==> src/rtl/spi_slave_responder.sv <==
`default_nettype none
// ============================================================================
// Module   : spi_slave_responder
// Brief    : SPI slave that oversamples SCLK/CS/MOSI in the pclk domain and
//            exchanges tx/rx words over valid/ready handshakes.
// Revision : 1.0 - initial release
// ============================================================================

module spi_slave_responder #(
  parameter int DATA_WIDTH  = 8,
  parameter int CPOL        = 0,
  parameter int CPHA        = 0,
  parameter int MSB_FIRST   = 1,
  parameter int SYNC_STAGES = 2
) (
  input  logic                  pclk,
  input  logic                  areset,
  input  logic                  sclk,
  input  logic                  cs,
  input  logic                  mosi,
  output logic                  miso,
  output logic                  miso_oe,
  input  logic [DATA_WIDTH-1:0] tx_data,
  input  logic                  tx_valid,
  output logic                  tx_ready,
  output logic [DATA_WIDTH-1:0] rx_data,
  output logic                  rx_valid,
  input  logic                  rx_ready,
  output logic                  rx_overrun,
  output logic                  tx_underrun,
  output logic                  busy
);

  localparam int                 c_CNT_W    = $clog2(DATA_WIDTH);
  localparam logic [c_CNT_W-1:0] c_LAST_BIT = c_CNT_W'(DATA_WIDTH - 1);
  localparam logic               c_IDLE_LVL = (CPOL != 0);

  typedef enum logic [1:0] {
    ST_IDLE  = 2'b00,
    ST_LOAD  = 2'b01,
    ST_SHIFT = 2'b10
  } state_t;

  state_t r_state;
  state_t w_state_next;

  logic [SYNC_STAGES-1:0] r_sclk_sync;
  logic [SYNC_STAGES-1:0] r_cs_sync;
  logic [SYNC_STAGES-1:0] r_mosi_sync;
  logic                   r_sclk_prev;

  logic [DATA_WIDTH-1:0] r_hold;
  logic                  r_tx_ready;
  logic [DATA_WIDTH-1:0] r_tx_shift;
  logic [DATA_WIDTH-1:0] r_rx_shift;
  logic [DATA_WIDTH-1:0] r_rx_data;
  logic                  r_rx_valid;
  logic [c_CNT_W-1:0]    r_bit_cnt;
  logic                  r_reload;
  logic                  r_hold_first;
  logic                  r_miso;
  logic                  r_miso_oe;
  logic                  r_rx_overrun;
  logic                  r_tx_underrun;
  logic                  r_busy;

  logic                  w_sclk_s;
  logic                  w_cs_s;
  logic                  w_mosi_s;
  logic                  w_lead;
  logic                  w_trail;
  logic                  w_sample_edge;
  logic                  w_shift_edge;
  logic                  w_do_sample;
  logic                  w_do_shift;
  logic                  w_push;
  logic                  w_consume;
  logic [DATA_WIDTH-1:0] w_load_word;
  logic [DATA_WIDTH-1:0] w_tx_shifted;
  logic [DATA_WIDTH-1:0] w_rx_next;
  logic                  w_load_head;
  logic                  w_tx_head;
  logic                  w_shift_head;

  assign w_sclk_s = r_sclk_sync[SYNC_STAGES-1];
  assign w_cs_s   = r_cs_sync[SYNC_STAGES-1];
  assign w_mosi_s = r_mosi_sync[SYNC_STAGES-1];

  assign w_lead        = (w_sclk_s != c_IDLE_LVL) && (r_sclk_prev == c_IDLE_LVL);
  assign w_trail       = (w_sclk_s == c_IDLE_LVL) && (r_sclk_prev != c_IDLE_LVL);
  assign w_sample_edge = (CPHA == 0) ? w_lead  : w_trail;
  assign w_shift_edge  = (CPHA == 0) ? w_trail : w_lead;

  // A sample coinciding with the cs rise still completes the word; a shift does not.
  assign w_do_sample = (r_state == ST_SHIFT) && w_sample_edge;
  assign w_do_shift  = (r_state == ST_SHIFT) && w_shift_edge && !w_cs_s;

  assign w_push      = tx_valid && r_tx_ready;
  assign w_consume   = (r_state == ST_LOAD) || (w_do_shift && r_reload);
  assign w_load_word = r_tx_ready ? '0 : r_hold;

  if (MSB_FIRST != 0) begin : g_msb_first
    assign w_tx_shifted = {r_tx_shift[DATA_WIDTH-2:0], 1'b0};
    assign w_shift_head = r_tx_shift[DATA_WIDTH-2];
    assign w_tx_head    = r_tx_shift[DATA_WIDTH-1];
    assign w_load_head  = w_load_word[DATA_WIDTH-1];
    assign w_rx_next    = {r_rx_shift[DATA_WIDTH-2:0], w_mosi_s};
  end else begin : g_lsb_first
    assign w_tx_shifted = {1'b0, r_tx_shift[DATA_WIDTH-1:1]};
    assign w_shift_head = r_tx_shift[1];
    assign w_tx_head    = r_tx_shift[0];
    assign w_load_head  = w_load_word[0];
    assign w_rx_next    = {w_mosi_s, r_rx_shift[DATA_WIDTH-1:1]};
  end

  always_ff @(posedge pclk or posedge areset) begin
    if (areset) begin
      r_sclk_sync <= {SYNC_STAGES{c_IDLE_LVL}};
      r_cs_sync   <= '1;
      r_mosi_sync <= '0;
      r_sclk_prev <= c_IDLE_LVL;
    end else begin
      r_sclk_sync <= {r_sclk_sync[SYNC_STAGES-2:0], sclk};
      r_cs_sync   <= {r_cs_sync[SYNC_STAGES-2:0], cs};
      r_mosi_sync <= {r_mosi_sync[SYNC_STAGES-2:0], mosi};
      r_sclk_prev <= w_sclk_s;
    end
  end

  always_ff @(posedge pclk or posedge areset) begin
    if (areset) r_state <= ST_IDLE;
    else        r_state <= w_state_next;
  end

  always_comb begin
    w_state_next = r_state;
    case (r_state)
      ST_IDLE:  if (!w_cs_s) w_state_next = ST_LOAD;
      ST_LOAD:  w_state_next = w_cs_s ? ST_IDLE : ST_SHIFT;
      ST_SHIFT: if (w_cs_s) w_state_next = ST_IDLE;
      default:  w_state_next = ST_IDLE;
    endcase
  end

  always_ff @(posedge pclk or posedge areset) begin
    if (areset) begin
      r_hold        <= '0;
      r_tx_ready    <= 1'b1;
      r_tx_shift    <= '0;
      r_rx_shift    <= '0;
      r_rx_data     <= '0;
      r_rx_valid    <= 1'b0;
      r_bit_cnt     <= '0;
      r_reload      <= 1'b0;
      r_hold_first  <= 1'b0;
      r_miso        <= 1'b0;
      r_miso_oe     <= 1'b0;
      r_rx_overrun  <= 1'b0;
      r_tx_underrun <= 1'b0;
      r_busy        <= 1'b0;
    end else begin
      r_rx_overrun  <= 1'b0;
      r_tx_underrun <= 1'b0;
      r_busy        <= (w_state_next != ST_IDLE);

      if (w_push) begin
        r_hold     <= tx_data;
        r_tx_ready <= 1'b0;
      end else if (w_consume) begin
        r_tx_ready <= 1'b1;
      end

      if (r_rx_valid && rx_ready) r_rx_valid <= 1'b0;

      case (r_state)
        ST_LOAD: begin
          r_tx_shift    <= w_load_word;
          r_tx_underrun <= r_tx_ready;
          r_miso_oe     <= 1'b1;
          r_bit_cnt     <= '0;
          r_reload      <= 1'b0;
          r_rx_shift    <= '0;
          r_hold_first  <= (CPHA != 0);
          if (CPHA == 0) r_miso <= w_load_head;
        end
        ST_SHIFT: begin
          if (w_do_sample) begin
            r_rx_shift <= w_rx_next;
            if (r_bit_cnt == c_LAST_BIT) begin
              r_rx_data    <= w_rx_next;
              r_rx_valid   <= 1'b1;
              r_rx_overrun <= r_rx_valid && !rx_ready;
              r_bit_cnt    <= '0;
              r_reload     <= 1'b1;
            end else begin
              r_bit_cnt <= r_bit_cnt + 1'b1;
            end
          end
          // CPHA=1 drives the already-loaded first bit on the first leading edge.
          if (w_do_shift) begin
            if (r_reload) begin
              r_tx_shift    <= w_load_word;
              r_miso        <= w_load_head;
              r_tx_underrun <= r_tx_ready;
              r_reload      <= 1'b0;
            end else if (r_hold_first) begin
              r_miso       <= w_tx_head;
              r_hold_first <= 1'b0;
            end else begin
              r_tx_shift <= w_tx_shifted;
              r_miso     <= w_shift_head;
            end
          end
        end
        default: ;
      endcase

      if ((r_state != ST_IDLE) && w_cs_s) begin
        r_miso_oe    <= 1'b0;
        r_miso       <= 1'b0;
        r_bit_cnt    <= '0;
        r_reload     <= 1'b0;
        r_hold_first <= 1'b0;
      end
    end
  end

  assign miso        = r_miso;
  assign miso_oe     = r_miso_oe;
  assign tx_ready    = r_tx_ready;
  assign rx_data     = r_rx_data;
  assign rx_valid    = r_rx_valid;
  assign rx_overrun  = r_rx_overrun;
  assign tx_underrun = r_tx_underrun;
  assign busy        = r_busy;

endmodule

`default_nettype wire
==> config.mk <==
export PLATFORM = sky130hd
export DESIGN_NAME = spi_slave_responder
export DESIGN_NICKNAME = d
export VERILOG_FILES = /design/src/rtl/spi_slave_responder.sv
export SDC_FILE = /design/constraint.sdc
export NUM_CORES = 1
export LEC_CHECK = 0
export ABC_CLOCK_PERIOD_IN_PS = 2000
export BUFFER_PORTS_ARGS = -buffer_cell sky130_fd_sc_hd__buf_2
export CELL_PAD_IN_SITES_DETAIL_PLACEMENT = 0
export CELL_PAD_IN_SITES_GLOBAL_PLACEMENT = 1
export CORE_AREA = 3 3 65 91
export DETAILED_ROUTE_END_ITERATION = 10
export DIE_AREA = 0 0 68 94
export PLACE_DENSITY_LB_ADDON = 0.25
export SLEW_MARGIN = 20
export SYNTH_ARGS = -nofsm -noshare
export SYNTH_HDL_FRONTEND = slang
export SYNTH_SLANG_ARGS = --single-unit
export TNS_END_PERCENT = 20
==> constraint.sdc <==
create_clock -name pclk -period 2 [get_ports pclk]
set_clock_uncertainty 0.05 [all_clocks]
set_input_delay 0.4 -clock pclk [delete_from_list [all_inputs] [get_ports pclk]]
set_output_delay 0.4 -clock pclk [all_outputs]
set_load 0.005 [all_outputs]
; After elaboration in Yosys (flattened, before gate mapping)
; Cells that the tools add are included.
[word_totals]
register_bits = 52
input_bits = 15
output_inout_bits = 15
elab_cells = 101
[op_classes]
addsub = 1
n_eq_ne = 9
mux = 44
n_bitwise = 2
reduce_logical = 26
[op_table]
columns = cell, n
row1 = $mux W8, 4
row2 = $mux W1, 25
row3 = $pmux W8 S2, 1
row4 = $pmux W7 S2, 1
row5 = $logic_and A1 B1 Y1, 10
row6 = $reduce_bool A2 Y1, 5
row7 = $mux W3, 3
row8 = $ne A3 B2 Y1 const B, 3
row9 = $reduce_and A3 Y1, 3
row10 = $pmux W1 S2, 4
row11 = $mux W7, 1
row12 = $mux W2, 3
row13 = $pmux W2 S3, 1
row14 = $pmux W3 S2, 1
row15 = $reduce_and A2 Y1, 3
row16 = $ne A2 B2 Y1 const B, 2
row17 = $add A3 B1 Y3 const B, 1
row18 = $eq A3 B3 Y1 const B, 1
row19 = $ne A3 B3 Y1 const B, 1
row20 = $reduce_bool A3 Y1, 1
row21 = $eq A2 B1 Y1 const B, 1
row22 = $eq A2 B2 Y1 const B, 1
row23 = $logic_not A1 Y1, 2
row24 = $logic_not A2 Y1, 1
row25 = other kinds (2), 3

; Logic depth before layout (Yosys ltp)
[depth]
depth_word = 8
mapped_depth = 8
mapped_depth_nobuf = 5

; Worst setup path before layout
; OpenSTA, ideal clock, no wires.
[synth_timing]
path_kind = register -> register
start = reg r_state[0]
end = reg r_tx_shift[0]
setup_time_ns = 0.125
arrival_ns = 1.759
required_ns = 1.825
path_slack_ns = 0.066
path_stages_with_launch = 8
n_path_buf = 2
period_less_slack_ns = 1.934
cell_sequence = dfrtp_1 > inv_1 > ha_1 > nor4bb_1 > buf_4 > or2_1 > buf_6 > mux2_4
[synth_via]
elab_chain_cells = 5
elab_cells_between_ends = 9
classes_between = 4 x eq/ne / 1 x mux / 4 x reduce/logical
[synth_rtl]
columns = element, line_no
row1 = "start, declared", 44  ; state_t r_state;
row2 = "start signal, assigned", 132  ; else r_state <= w_state_next;
row3 = $eq A2 B2 Y1, "96, 175"
row4 = $logic_and A1 B1 Y1 (2 in series), 96  ; assign w_do_shift = (r_state == ST_SHIFT) && w_shift_edge && !w_cs_s;
row5 = $ne A2 B2 Y1 (no line), --
row6 = $reduce_and A3 Y1 (no line), --
row7 = "end signal, assigned", 177  ; r_tx_shift <= w_load_word;
row8 = "end signal, assigned", 202  ; r_tx_shift <= w_load_word;
row9 = "end signal, assigned", 210  ; r_tx_shift <= w_tx_shifted;
row10 = "end, declared", 54  ; logic [DATA_WIDTH-1:0] r_tx_shift;
; Several ways; a longest one is shown, not always the timed one.
; A chain may end at the register's enable or synchronous reset.

; Final worst setup path
[layout_timing]
start = reg r_state[1]
end = reg r_reload
[layout_via]
elab_chain_cells = 7
elab_cells_between_ends = 13
classes_between = 2 x eq/ne / 5 x mux / 6 x reduce/logical
[layout_rtl]
columns = element, line_no
row1 = $eq A2 B2 Y1, "95, 96, 175"
row2 = $logic_and A1 B1 Y1, 95  ; assign w_do_sample = (r_state == ST_SHIFT) && w_sample_edge;
row3 = $mux W1, 187  ; if (w_do_sample) begin
row4 = $mux W1, 201  ; if (r_reload) begin
row5 = $mux W1, 200  ; if (w_do_shift) begin
row6 = $pmux W1 S2, 175  ; case (r_state)
row7 = $mux W1, 218  ; if ((r_state != ST_IDLE) && w_cs_s) begin
row8 = "end signal, assigned", 181  ; r_reload <= 1'b0;
row9 = "end signal, assigned", 205  ; r_reload <= 1'b0;
row10 = "end signal, assigned", 222  ; r_reload <= 1'b0;
row11 = "end, declared", 59  ; logic r_reload;
; Several ways; a longest one is shown, not always the timed one.

==> qor.yml <==
status: "finished clean"
sequentialPowerShare_pct: 42.5
route.detailed.drc: 0
synthArstFlopShare_pct: 100
worst_ir_drop_vdd_mv: 0.666
ff2ff_path_depth: 6
hold_buffers: 0
nNetsFinal: 214
slew_headroom_pct: 65.9
grt_remaining_overflow: 0
fmax_ghz: 0.540
clk-insertion-delay-late_ns: 0.30
internal-power_mw: 2.23
viasPerCell: 5.06
globalplace.congestion: 0.836
clkTransAtPathRegs_ns: 0.09
drtPass1Iterations: 4
ys.flop_type: "dfrtp_1"
final_core_util_pct: 47.4
rsz0062_at_grt: "false"
critPathLaunch: "r_state[1]"
ys_seq_area_share_pct: 59.3
r2r_end: "r_reload"
final-hold-violation-count: 0
die_h_um: 94
cp-end-kind: "flip-flop"
grt_antenna_before_repair: 0
cap_violations: 0
synth_top_family_by_area: "multiplexers"
synthXorXnorAreaFrac_pct: 0
most-common-layout-cells: "dfrtp_1, buf_2, mux2_2, nor2b_1"
grt_max_degree: 27
antenna_cells: 0
first_iter_violations: 72
wl_per_cell_um: 14.2
worst_slew_pin_slew_ns: 0.510
layout_commonest_cell: "dfrtp_1"
synth-seq-cells: 50
io_pins: 30
power_density_mw_per_mm2: 1350
cts_tree: "done"
fp-row-count: 31
grt_pass1_wl_um: 6420
cts_max_level: 2
synth_nets: 179
grt_pass1_vias: 1376
synth_compound_area_share_pct: 9.58
period_share_pct: 92.7
p_comb_share_pct: 36.3
initial_core_util_pct: 40.7
syn_inst: 158
synth-edff-count: 0
yosys.area_share.simple_pct: 11.1
final_cells: 260
finalSetupViolCount: 0
p_leak_nw: 1.26
cp_max_fo: 8
coreArea_mm2: 0.00520
syn2layout_area_growth_pct: 16.6
routed_wl_um: 3690
ctsLongestPathBuffers: 2
dp_hpwl_um: 2760
numPortBuffers: 29
period_needed_ns: 1.85
cp.arrival_ns: 2.02
vias: 1316
syn_area_mm2: 0.00212
startpoint_type: "flip-flop"
drive_gt1_share_pct: 37.1
yosys.area_share.adder_pct: 3.55
postSynthAreaPerCell_um2: 13.4
hold_class: "input pin to async pin"
cts_sinks: 50
die-area_mm2: 0.00639
dp.cells: 252
r2r_slack_ns: 0.15
cts_buffers: 5
nFillCells: 487
synth_warnings: 0
ant_nets: 0
criticalPathCategory: "flip-flop to flip-flop"
fp.dieW_um: 68
switching_share_pct: 33.3
grt_util_all_layers_pct: 13.4
cp_data_required_time_ns: 2.17
cts-root-buf: "clkbuf_8"
synthMuxAreaShare_pct: 13.0
reg2reg_from: "r_state[1]"
drv_slew: 0
yosysUniqueCellTypes: 39
switchingPower_mw: 1.11
p_clk_share_pct: 21.2
tns_ns: 0
==> power groups by stage <==
stage | Clock [mW] | Combinational, mW | Sequential [mW]
after floorplan | 0 | 0.952 | 1.39
after global placement | 0 | 1.17 | 1.43
after detailed placement | 0 | 1.21 | 1.44
after CTS | 0.734 | 1.22 | 1.42
after global routing | 0.774 | 1.37 | 1.46
final | 0.707 | 1.21 | 1.42
==> cell type report <==
cell class / count / area (µm²) / area share, %
tap: 66 / 82.6 / 3.35
inverter: 4 / 15.0 / 0.609
sequential: 50 / 1250 / 50.9
multi-input combinational: 96 / 803 / 32.6
timing repair buffer: 36 / 198 / 8.02
clock inverter: 3 / 43.8 / 1.78
clock buffer: 5 / 68.8 / 2.79
==> cell families after synthesis <==
family | after synthesis
flip-flops | 50
AND/OR/NAND/NOR | 38
buffers and inverters | 12
AO/OA/AOI/OAI | 27
multiplexers | 25
adder cells (fa/ha/maj) | 6
==> routing by layer <==
| metal | up-vias | global-route usage, % | part of all wire, % |
|---|---|---|---|
| met5 | - | 0 | 0 |
| met4 | 0 | 4.98 | 1.9 |
| met3 | 7 | 3.59 | 4.3 |
| met2 | 25 | 23.5 | 55 |
| met1 | 649 | 15.0 | 39 |
| li1 | 635 | - | - |
==> state kept, by name, indices dropped and copies added (netlist names), 3 cells and up <==
| signal | flops |
|---|---|
| r_tx_shift | 7 |
| r_rx_shift | 7 |
| r_bit_cnt | 3 |
| rx_data | 8 |
| r_hold | 8 |
==> critical path, stage by stage, from the launching register on <==
cell      delay (ns)
dfrtp_1         0.44
inv_1           0.10
ha_1            0.37
nor4bb_4        0.19
or2_1           0.26
buf_4           0.18
a211oi_1        0.19
==> worst max-delay path by stage <==
stage	to	slack (ns)	cells after the start
after global placement	r_tx_shift[0]	0.21	5
after detailed placement	r_tx_shift[0]	0.06	5
after global routing	r_tx_shift[0]	0.02	5
after CTS	r_tx_shift[0]	0.03	5
after floorplan	r_tx_shift[0]	0.07	7
final	r_reload	0.15	6
==> cells in the mapped netlist, types with 3 or more instances <==
cell,instances,area share [%]
dfrtp_1,47,56
a21oi_1,7,1.7
nand2b_1,4,1.2
a22o_1,7,2.9
mux2i_1,8,3.8
nor3_1,8,1.9
nand2_1,3,0.53
nor2b_1,10,3.0
ha_1,6,3.5
dfstp_2,3,3.7
mux2_2,16,8.5
buf_2,3,0.71
inv_1,4,0.71
==> what timing repair did <==
action | in CTS | in global routing
gates resized for setup | 0 | 2
hold endpoints to repair | 0 | 0
buffers inserted | 0 | 0
setup endpoints to repair | 0 | 9
==> through the flow <==
| step | hold slack, ns | worst slack (ns) | power [mW] | cell area [µm²] |
|---|---|---|---|---|
| floorplan | 0.281 | 0.0662 | 2.34 | 2120 |
| global placement | 0.285 | 0.208 | 2.61 | 2340 |
| detailed placement | 0.285 | 0.0647 | 2.66 | 2340 |
| CTS | 0.0775 | 0.0273 | 3.38 | 2450 |
| global route | 0.102 | 0.0172 | 3.61 | 2470 |
| finish | 0.0663 | 0.147 | 3.34 | 2470 |
Note: power is estimated with default switching activity, not from simulation.
